### config.mk
export PLATFORM = sky130hd
export DESIGN_NAME = dx_stage_param
export DESIGN_NICKNAME = d
export VERILOG_FILES = /design/src/rtl/dx_stage_param_pkg.sv /design/src/rtl/dx_stage_param_fwd_mux.sv /design/src/rtl/dx_stage_param.sv
export SDC_FILE = /design/constraint.sdc
export NUM_CORES = 1
export LEC_CHECK = 0
export BUFFER_PORTS_ARGS = -buffer_cell sky130_fd_sc_hd__buf_2
export CAP_MARGIN = 0
export CORE_AREA = 2 2 168 170
export DETAILED_ROUTE_END_ITERATION = 8
export DIE_AREA = 0 0 170 172
export PLACE_DENSITY = 0.68
export SLEW_MARGIN = 20
export SYNTH_ARGS = -nofsm -noshare
export SYNTH_HDL_FRONTEND = slang
export SYNTH_SLANG_ARGS = --single-unit
### constraint.sdc
create_clock -name clk -period 10.9 [get_ports clk]
set_input_delay 2.18 -clock clk [delete_from_list [all_inputs] [get_ports clk]]
set_output_delay 2.18 -clock clk [all_outputs]
set_load 0.02 [all_outputs]
### src/rtl/dx_stage_param_pkg.sv
// definitions: shared register types and decode->execute stage defaults.
package definitions;
    localparam int DX_NUM_FWD = 2;
    localparam int DX_NUM_SRC = 2;
    typedef logic [4:0]  RegAddr;
    typedef logic [31:0] Register;
    // Stall and bubble controls are plain active-high enables.
    typedef enum logic {DISABLED = 1'b0, ENABLED = 1'b1} Signal;
endpackage

### src/rtl/dx_stage_param_fwd_mux.sv
// fwd_mux: picks the youngest matching forward source for one operand, else the base data.
module fwd_mux #(
    parameter int XLEN    = 32,
    parameter int AW      = 5,
    parameter int NUM_FWD = 2
) (
    input  logic [AW-1:0]                  addr_i,
    input  logic [XLEN-1:0]                base_i,
    input  logic [NUM_FWD-1:0]             fwd_valid_i,
    input  logic [NUM_FWD-1:0][AW-1:0]     fwd_a_i,
    input  logic [NUM_FWD-1:0][XLEN-1:0]   fwd_d_i,
    output logic [XLEN-1:0]                data_o
);
    // Walk oldest to youngest so the lowest matching index is applied last; x0 is never forwarded.
    always_comb begin
        data_o = base_i;
        for (int k = NUM_FWD - 1; k >= 0; k--)
            if (fwd_valid_i[k] && fwd_a_i[k] == addr_i && addr_i != '0) data_o = fwd_d_i[k];
    end
endmodule

### src/rtl/dx_stage_param.sv
// dx_stage_param: decode->execute pipeline register with internal forwarding,
// stall refresh, bubble insertion and saturating stall/flush counters.
module dx_stage_param import definitions::*; #(
    parameter int XLEN    = $bits(Register),
    parameter int AW      = $bits(RegAddr),
    parameter int NUM_SRC = DX_NUM_SRC,
    parameter int NUM_FWD = DX_NUM_FWD,
    parameter int CTRL_W  = 16,
    parameter int PERF_W  = 16
) (
    input  logic                              clk,
    input  logic                              rst,
    input  logic                              in_valid,
    input  logic [XLEN-1:0]                   in_pc,
    input  logic [NUM_SRC-1:0][AW-1:0]        in_src_a,
    input  logic [NUM_SRC-1:0][XLEN-1:0]      in_src_d,
    input  logic [AW-1:0]                     in_rd_a,
    input  logic [XLEN-1:0]                   in_imm,
    input  logic [CTRL_W-1:0]                 in_ctrl,
    input  logic                              in_reg_write,
    input  logic                              in_mem_write,
    input  logic [NUM_FWD-1:0]                fwd_valid,
    input  logic [NUM_FWD-1:0][AW-1:0]        fwd_a,
    input  logic [NUM_FWD-1:0][XLEN-1:0]      fwd_d,
    input  logic                              hold,
    input  logic                              flush,
    output logic                              out_valid,
    output logic [XLEN-1:0]                   out_pc,
    output logic [NUM_SRC-1:0][AW-1:0]        out_src_a,
    output logic [NUM_SRC-1:0][XLEN-1:0]      out_src_d,
    output logic [AW-1:0]                     out_rd_a,
    output logic [XLEN-1:0]                   out_imm,
    output logic [CTRL_W-1:0]                 out_ctrl,
    output logic                              out_reg_write,
    output logic                              out_mem_write,
    output logic [PERF_W-1:0]                 hold_cnt,
    output logic [PERF_W-1:0]                 flush_cnt
);
    Signal hold_s, flush_s;
    assign hold_s  = Signal'(hold);
    assign flush_s = Signal'(flush);

    logic                         valid_q, valid_d, rw_q, rw_d, mw_q, mw_d;
    logic [XLEN-1:0]              pc_q, pc_d, imm_q, imm_d;
    logic [NUM_SRC-1:0][AW-1:0]   sa_q, sa_d;
    logic [NUM_SRC-1:0][XLEN-1:0] sd_q, sd_d, fwd_res;
    logic [AW-1:0]                rd_q, rd_d;
    logic [CTRL_W-1:0]            ctrl_q, ctrl_d;
    logic [PERF_W-1:0]            hc_q, hc_d, fc_q, fc_d;

    // While stalled the compare runs against the held operand so late producers are still captured.
    for (genvar i = 0; i < NUM_SRC; i++) begin : g_src
        fwd_mux #(.XLEN(XLEN), .AW(AW), .NUM_FWD(NUM_FWD)) u_fwd (
            .addr_i      (hold_s == ENABLED ? sa_q[i] : in_src_a[i]),
            .base_i      (hold_s == ENABLED ? sd_q[i] : in_src_d[i]),
            .fwd_valid_i (fwd_valid),
            .fwd_a_i     (fwd_a),
            .fwd_d_i     (fwd_d),
            .data_o      (fwd_res[i])
        );
    end

    always_comb begin
        valid_d = valid_q;
        pc_d    = pc_q;
        sa_d    = sa_q;
        sd_d    = sd_q;
        rd_d    = rd_q;
        imm_d   = imm_q;
        ctrl_d  = ctrl_q;
        rw_d    = rw_q;
        mw_d    = mw_q;
        if (flush_s == ENABLED) begin
            valid_d = 1'b0;
            rw_d    = 1'b0;
            mw_d    = 1'b0;
            rd_d    = '0;
        end else if (hold_s == ENABLED) begin
            sd_d = fwd_res;
        end else begin
            valid_d = in_valid;
            pc_d    = in_pc;
            sa_d    = in_src_a;
            sd_d    = fwd_res;
            rd_d    = in_rd_a;
            imm_d   = in_imm;
            ctrl_d  = in_ctrl;
            rw_d    = in_reg_write & in_valid;
            mw_d    = in_mem_write & in_valid;
        end
        hc_d = (hold_s == ENABLED && flush_s == DISABLED && valid_q && hc_q != '1) ? hc_q + PERF_W'(1) : hc_q;
        fc_d = (flush_s == ENABLED && valid_q && fc_q != '1) ? fc_q + PERF_W'(1) : fc_q;
    end

    always_ff @(posedge clk or posedge rst) begin
        if (rst) begin
            valid_q <= 1'b0;
            pc_q    <= '0;
            sa_q    <= '0;
            sd_q    <= '0;
            rd_q    <= '0;
            imm_q   <= '0;
            ctrl_q  <= '0;
            rw_q    <= 1'b0;
            mw_q    <= 1'b0;
            hc_q    <= '0;
            fc_q    <= '0;
        end else begin
            valid_q <= valid_d;
            pc_q    <= pc_d;
            sa_q    <= sa_d;
            sd_q    <= sd_d;
            rd_q    <= rd_d;
            imm_q   <= imm_d;
            ctrl_q  <= ctrl_d;
            rw_q    <= rw_d;
            mw_q    <= mw_d;
            hc_q    <= hc_d;
            fc_q    <= fc_d;
        end
    end

    assign out_valid     = valid_q;
    assign out_pc        = pc_q;
    assign out_src_a     = sa_q;
    assign out_src_d     = sd_q;
    assign out_rd_a      = rd_q;
    assign out_imm       = imm_q;
    assign out_ctrl      = ctrl_q;
    assign out_reg_write = rw_q;
    assign out_mem_write = mw_q;
    assign hold_cnt      = hc_q;
    assign flush_cnt     = fc_q;
endmodule

Word-level counts from Yosys, hierarchy flattened
Index checks and enable logic that the tools add are counted.
{"block": "classes", "n_mux": 16, "n_eq_ne": 9, "n_addsub": 2, "bitwise_logic": 4, "n_reduce_logical": 18}
{"op": "$mux W32", "n": 6}
{"op": "$add A16 B1 Y16 const B", "n": 2}
{"op": "$ne A16 B16 Y1 const B", "n": 2}
{"op": "$eq A5 B5 Y1", "n": 4}
{"op": "$mux W5", "n": 4}
{"op": "$logic_and A1 B1 Y1", "n": 13}
{"op": "$reduce_bool A5 Y1", "n": 2}
{"op": "$mux W1", "n": 6}
{"op": "$ne A3 B1 Y1 const B", "n": 2}
{"op": "$reduce_and A2 Y1", "n": 3}
{"op": "$and A1 B1 Y1", "n": 2}
{"op": "$ne A2 B1 Y1 const B", "n": 1}
{"op": "$not A1 Y1", "n": 2}
{"block": "word_totals", "wordCells": 62, "ff_bits": 194, "inputBits": 242}

Longest topological paths before layout
Gate-level depths: netlist of the first run.
{"block": "depth", "depth_word": 6, "mapped_depth": 11}

Modules after synthesis
From an unflattened synthesis of the first run, not the netlist that was laid out.
{"block": "hier_totals", "hier_cells": 974, "area_unflattened_um2": 10690.3}
{"module": "dx_stage_param", "area_each_um2": 8483.1, "cells_per_inst": 578, "n_inst": 1}
{"module": "fwd_mux", "area_each_um2": 1103.6, "cells_per_inst": 198, "n_inst": 2}

Worst setup path before layout of the first run
Ideal clock, no wire load.
{"block": "synth_timing", "kind": "input port to flip-flop", "from": "input port hold", "to": "register sd_q (netlist bit out_src_d[43])", "stages": 11, "arrival_ns": 4.090, "path_slack_ns": 6.709, "required_ns": 10.799, "n_path_buf": 5, "setup_time_ns": 0.101, "path_cell_list": "buf_6 -> buf_6 -> mux2i_4 -> xor2_1 -> nand4_1 -> or3b_1 -> buf_2 -> and3_4 -> buf_6 -> buf_6 -> o32ai_1"}
{"block": "synth_via", "elab_chain_len": 6}
{"item": "start, declared", "line": "dx_stage_param.sv:25", "rtl": "input logic hold,"}
{"item": "$mux W5", "line": "dx_stage_param.sv:54", "rtl": ".addr_i (hold_s == ENABLED ? sa_q[i] : in_src_a[i]),"}
{"item": "$eq A5 B5 Y1", "line": "dx_stage_param_fwd_mux.sv:18", "rtl": "if (fwd_valid_i[k] && fwd_a_i[k] == addr_i && addr_i != '0) data_o = fwd_d_i[k];"}
{"item": "$logic_and A1 B1 Y1 (2 in a row)", "line": "dx_stage_param_fwd_mux.sv:18"}
{"item": "$ne A3 B1 Y1 (no source line) / $mux W32 (equally long branches)"}
{"item": "$reduce_and A2 Y1 (no source line) / $mux W32 (equally long branches)"}
{"item": "end signal, assigned", "line": "dx_stage_param.sv:100", "rtl": "sd_q <= '0;"}
{"item": "end signal, assigned", "line": "dx_stage_param.sv:112", "rtl": "sd_q <= sd_d;"}
{"item": "end, declared", "line": "dx_stage_param.sv:46", "rtl": "logic [NUM_SRC-1:0][XLEN-1:0] sd_q, sd_d, fwd_res;"}
Several ways; a longest one is shown, not always the timed one.
A chain may end at the register's enable or synchronous reset.

Worst setup path in the final report of the first run
{"block": "layout_timing", "from": "input port hold", "to": "register sd_q (netlist bit out_src_d[53])"}
The elaborated chain is that of the path after synthesis.

==> out/qor.csv, run 1 <==
stage,metric,value,unit
clock_tree,cts_resized,0,
placed_design,post-place-cells,1587,
sta,tightest_slew,930,ps
sta,rsz0062_at_grt,false,
clock_tree,post_cts_buffers,0,
global_route,grt_max_degree,124,
final_layout,register_area,4850,sq um
final_layout,layout-area-overhead-vs-synth,30.8,%
synthesis,synthArstFlopShare,100,%
die,core-area,27500,sq um
sta,fmax,0.200,GHz
sta,post-route-period-util,45.9,%
sta,worst_hold_slack,497,ps
routing,met1_length,13.1,mm
die,start_util,36.1,%
clock_tree,clkTransAtPathRegs,80,ps
routing,routed_via_density,5.46,
global_route,grt_pass1_wl,49.6,mm
sta,finalHoldViolCount,0,
synthesis,ys.flop_type,dfrtp_1,
critical_path,critical_path_class,in -> reg,
global_route,grt_pass1_vias,8710,
synthesis,synthCells,869,
clock_tree,hold_buffers,0,
status,outcome,finished clean,
clock_tree,htreeDepth,4,
die,die_w,170,microns
routing,wl_per_cell,20.6,microns
routing,highest_layer,met5,
final_layout,layout.nets,1505,
synthesis,synth_edf_count,0,
placed_design,portBuffers,435,
die,rows,61,
final_layout,fill_cells,2598,
routing,vias,8885,
pwr,ir_drop,0.126,mV
final_layout,drive_gt1_share,47.3,%
die,io_pins,436,
clock_tree,cts_buffer_depth,2,
placed_design,post-dp-hpwl,24.2,mm
synthesis,synth_fp_nets,1113,
sta,setup_viol,0,
hold_path,min_path_type,reg -> reg,
synthesis,syn_area_per_cell,11.4,sq um
critical_path,required,11190,ps
critical_path,cp_max_fo,60,
final_layout,finalNonFillerCells,1628,
routing,drc,0,
synthesis,ys_types,50,
critical_path,start_kind,input port,
clock_tree,clock_latency,430,ps
pwr,leakagePower,6.08,nW
sta,clock_skew,8.74,ps
critical_path,end_kind,flop,
routing,postRouteAntennaNets,0,
synthesis,ys_warn_count,0,
placed_design,place_ws,5450,ps
global_route,antenna_found_initial,12,
sta,worst_slack,5900,ps
synthesis,ys_ff_latch,194,
routing,wl_met2,16.7,mm
clock_tree,numCtsBuffers,17,
final_layout,multi_input_area,4590,sq um
die,die_y,172,microns
routing,wl,33.6,mm
synthesis,synthesis.area,9930,sq um
pwr,powerDensity,163,nW/um^2
global_route,grt_usage,22.2,%
global_route,grt_remaining_overflow,0,
clock_tree,cts.sinks,194,
clock_tree,cts_tree,built,
sta,tns,0,ps
flow_run,cap_violations,0,
clock_tree,cts_root_buf,clkbuf_16,
die,dieArea,29200,sq um
synthesis,yosysSeqAreaShare,48.9,%
sta,drv_slew,0,
routing,drtPass1Iterations,5,
routing,drtIter0Drc,710,
sta,slew_headroom,38.0,%
pwr,power,2.11,mW
critical_path,crit_arrival,5290,ps
placed_design,gp_congestion,0.845,
sta,period_needed,5000,ps
routing,routed-wl-met3,3.11,mm
-- stage by stage --
stage | cell area (sq um) | utilization [%]
global placement | 12300 | 44.9
detailed placement | 12300 | 44.9
finish | 13000 | 47.3
global route | 13000 | 47.2
CTS | 13000 | 47.1
floorplan | 9930 | -
-- power by group --
part | internal (mW) | switching, mW | leakage, nW
Clock | 0.332 | 0.320 | 0.294
Sequential | 0.822 | 0.0703 | 2.38
Combinational | 0.224 | 0.343 | 3.40
Total | 1.38 | 0.734 | 6.08
-- flip-flops by register name (all words and copies together) (netlist names) --
register and count:
hold_cnt 16, out_pc 32, out_mem_write 1, out_reg_write 1
flush_cnt 16, out_ctrl 16, out_rd_a 5, out_src_a 10
out_src_d 64, out_valid 1, out_imm 32
-- critical path, stage by stage --
cell	delay [ps]
buf_2	80
buf_4	650
or4b_2	660
a2bb2oi_1	190
o21ba_2	180
or3b_1	100
buf_4	390
and3_4	620
o32ai_1	190
-- kinds of logic after synthesis --
family | synth area share, %
DFF | 48.9
buffers and inverters | 5.24
xor gates and xnor gates | 4.15
AOI/OAI and AO/OA | 17.8
adders and majority gates | 0.252
muxes | 12.2
and+or+nand+nor | 11.4
-- routing by layer --
metal  vias to the layer above  global-route usage (%)
met5                         -                       0
met4                        10                    6.09
met3                        50                    7.16
met2                       447                    38.7
met1                      4323                    26.4
li1                       4055                       -
-- synthesized netlist by cell type, drive strengths merged (2+ instances only) --
cell / instances / area [sq um]
dfrtp: 194 / 4850
mux2: 91 / 1020
a221oi: 64 / 561
clkbuf: 54 / 203
inv: 40 / 150
nor3: 38 / 190
and2: 34 / 213
a311o: 33 / 330
o21bai: 33 / 248
nand3b: 32 / 240
o21ai: 32 / 160
o32ai: 32 / 378
xnor2: 29 / 254
buf: 25 / 168
nand2: 24 / 90.1
nor2: 23 / 86.3
xor2: 18 / 158
mux2i: 16 / 189
nand3: 10 / 55.1
nand4: 9 / 56.3
and3: 4 / 30.0
and4: 4 / 35.0
a21oi: 3 / 15.0
nand2b: 3 / 18.8
a2bb2oi: 2 / 17.5
ha: 2 / 25.0
nor2b: 2 / 12.5
nor4: 2 / 27.5
nor4b: 2 / 17.5
o31ai: 2 / 20.0
or2: 2 / 12.5
or4: 2 / 15.0
-- path summary, 6_finish.rpt --
kind,start,end,slack [ps],depth (start not counted)
hold / removal,flush_cnt[8],flush_cnt[8],500,1
max in group asynchronous,rst,flush_cnt[1],7500,3
hold reg to reg,flush_cnt[8],flush_cnt[8],500,1
setup / recovery,hold,out_src_d[53],5900,9
setup reg to reg,out_src_a[5],out_src_d[53],7920,7
min in group asynchronous,rst,out_imm[19],1890,2
-- cell usage in the layout (no fill, tap or decap), types with 32 or more instances in the layout --
master	netlist	routed
a221oi_1	64	64
a311o_1	33	33
and2_1	34	34
buf_2	17	435
dfrtp_1	194	194
inv_1	40	39
mux2_2	91	91
nand3b_1	32	32
nor3_1	38	38
o21ai_1	32	32
o21bai_1	33	33
-- layout make-up --
| type | instances | area share (%) |
|---|---|---|
| clock buffer | 18 | 3.30 |
| clock inverter | 14 | 1.43 |
| timing repair buffer | 452 | 17.8 |
| sequential | 194 | 37.4 |
| multi-input combinational | 556 | 35.4 |
| antenna | 8 | 0.154 |
| tap | 346 | 3.33 |
| inverter | 40 | 1.21 |
(Power assumes the default switching activity.)
==> inputs of run 2 (changes only) <==
--- a/config.mk
+++ b/config.mk
@@ -7,10 +7,10 @@
 export LEC_CHECK = 0
 export BUFFER_PORTS_ARGS = -buffer_cell sky130_fd_sc_hd__buf_2
 export CAP_MARGIN = 0
-export CORE_AREA = 2 2 168 170
+export CORE_AREA = 2 2 170 172
 export DETAILED_ROUTE_END_ITERATION = 8
-export DIE_AREA = 0 0 170 172
-export PLACE_DENSITY = 0.68
+export DIE_AREA = 0 0 172 174
+export PLACE_DENSITY = 0.67
 export SLEW_MARGIN = 20
 export SYNTH_ARGS = -nofsm -noshare
 export SYNTH_HDL_FRONTEND = slang
==> constraint.sdc (replaced) <==
create_clock -name clk -period 5.2 [get_ports clk]
set_input_delay 1.04 -clock clk [delete_from_list [all_inputs] [get_ports clk]]
set_output_delay 1.04 -clock clk [all_outputs]
set_load 0.02 [all_outputs]
==> run 2 against run 1 <==
- hold slack got worse by 7.4 ps
- non-clock buffer count stayed put
- final cell count rose by 2.0%
- worst setup slack worse by 4200 ps
- die area increased by 2.4%
- clock skew rose by 2.7 ps
- via count up 0.46%
- routed wire length increased by 4.4%
- sequential power increased by 110%
- first-iteration DRC count down 11%
- critical path type unchanged
- highest routed layer unchanged
==> out/qor.csv, run 2 (synthesized netlist as in run 1, its figures left out) <==
stage,metric,value,unit
critical_path,critical_path_class,in -> reg,
die,core-area,28200,sq um
final_layout,final_common_cell,buf_2,
placed_design,gp_congestion,0.878,
global_route,grt_max_degree,131,
final_layout,layout-area-overhead-vs-synth,31.5,%
die,die_y,174,microns
pwr,leakagePower,6.09,nW
critical_path,end_kind,flop,
status,outcome,finished clean,
global_route,grt_remaining_overflow,0,
clock_tree,cts_buffer_depth,2,
sta,setup_viol,0,
critical_path,start_kind,input port,
sta,tightest_slew,905,ps
routing,wl,35.1,mm
critical_path,slowest_delay,590,ps
critical_path,path_delay_family,simple AND/OR/NAND/NOR gates,
placed_design,placed_area,12400,sq um
critical_path,cp_max_fo,38,
clock_tree,cts.sinks,194,
critical_path,required,5560,ps
placed_design,post-dp-hpwl,24.9,mm
global_route,grt_pass1_wl,52.4,mm
clock_tree,clkTransAtPathRegs,80,ps
routing,drtPass1Iterations,5,
sta,worst_slack,1720,ps
final_layout,largest_register_ffs,64,
sta,post-route-period-util,66.8,%
clock_tree,post_cts_buffers,0,
final_layout,final_area,13100,sq um
critical_path,reg2regPathDepth,7,
placed_design,place_ws,1300,ps
clock_tree,htreeDepth,4,
final_layout,layout.nets,1505,
flow_run,cap_violations,0,
sta,rsz0062_at_grt,false,
hold_path,hold_depth,1,
routing,drtIter0Drc,632,
global_route,antenna_found_initial,7,
clock_tree,cts_resized,0,
routing,postRouteAntennaNets,0,
die,start_util,35.2,%
hold_path,min_path_type,reg -> reg,
sta,drv_slew,0,
die,io_pins,436,
die,rows,62,
sta,finalHoldViolCount,0,
placed_design,portBuffers,435,
routing,vias,8926,
critical_path,crit_path_cell_trace,"buf_2, mux2i_1, xnor2_1, nor4_4, nand3_2, buf_12, a311o_1, o21ai_1",
pwr,powerDensity,345,nW/um^2
clock_tree,hold_buffers,0,
die,dieArea,29900,sq um
pwr,ir_drop,0.239,mV
routing,wl_per_cell,21.1,microns
clock_tree,cts_root_buf,clkbuf_16,
sta,clock_skew,11.4,ps
routing,drc,0,
clock_tree,clock_latency,440,ps
global_route,grt_usage,23.0,%
sta,period_needed,3480,ps
critical_path,crit_path_top_delay_cell,nand3_2,
clock_tree,cts_tree,built,
sta,slew_headroom,39.7,%
hold_path,min_from,hold_cnt[15],
critical_path,critPathBufInv,2,
critical_path,reg2reg_from,out_src_a[3],
critical_path,crit_arrival,3840,ps
sta,worst_hold_slack,490,ps
critical_path,crit_path_start,hold,
sta,tns,0,ps
final_layout,final_cell_mix,"buf_2 (435), dfrtp_1 (194), mux2_2 (91), a221oi_1 (64), inv_1 (39)",
final_layout,drive_gt1_share,47.4,%
die,die_w,172,microns
pwr,power,4.50,mW
sta,fmax,0.288,GHz
global_route,grt_pass1_vias,8932,
clock_tree,numCtsBuffers,17,
routing,routed_via_density,5.38,
critical_path,crit_cells,8,
run 2: changes by cell type in the layout (fill, tap and decap cells not counted):
cell        delta
buf_12         +3
buf_4          -2
buf_8          -1
bufinv_16      +1
clkinv_4       +2
clkinv_8       -3
clkinvlp_4     +1
diode_2        -6
inv_6          -3
inv_8          +2
or2_1          -1
or2_2          +1
run 2: final timing paths:
check                                     end  slack, ps
worst min-delay path             hold_cnt[15]        490
max in group asynchronous       out_src_d[25]       3660
worst min register to register   hold_cnt[15]        490
min in group asynchronous           out_pc[6]        770
worst max-delay path            out_src_d[14]       1720
worst max register to register  out_src_d[14]       2360
run 2: worst register-to-register path, stage by stage (launching register included):
cell	delay (ps)
dfrtp_1	440
mux2i_1	280
xnor2_1	170
nor4_4	350
nand3_2	590
buf_12	440
a311o_1	370
o21ai_1	140
run 2: layer usage:
layer | vias to the layer above | part of all wire, % | GRT usage [%]
met1 | 4375 | 39 | 27.1
li1 | 4032 | - | -
met5 | - | 0.20 | 0
met2 | 457 | 49 | 39.7
met3 | 52 | 9.1 | 7.38
met4 | 10 | 2.0 | 6.72
run 2: power by group:
part | switching (mW) | internal, mW
combinational | 0.731 | 0.471
clock | 0.687 | 0.741
sequential | 0.147 | 1.72
total | 1.56 | 2.93
run 2: layout make-up:
cell class	instances	area, sq um
fillers	2763	15200
flip-flops and latches	194	4850
multi-input cells	556	4590
repair buffers	452	2340
well taps	384	480
clock buffers	18	429
clock inverters	14	191
inverters	40	154
diodes	2	5.00
run 2: metrics by stage:
stage / cells / util, %
global route: 1659 / 46.2
detailed placement: 1626 / 44.0
floorplan: 869 / -
finish: 1660 / 46.2
CTS: 1658 / 46.2
global placement: 1626 / 44.0
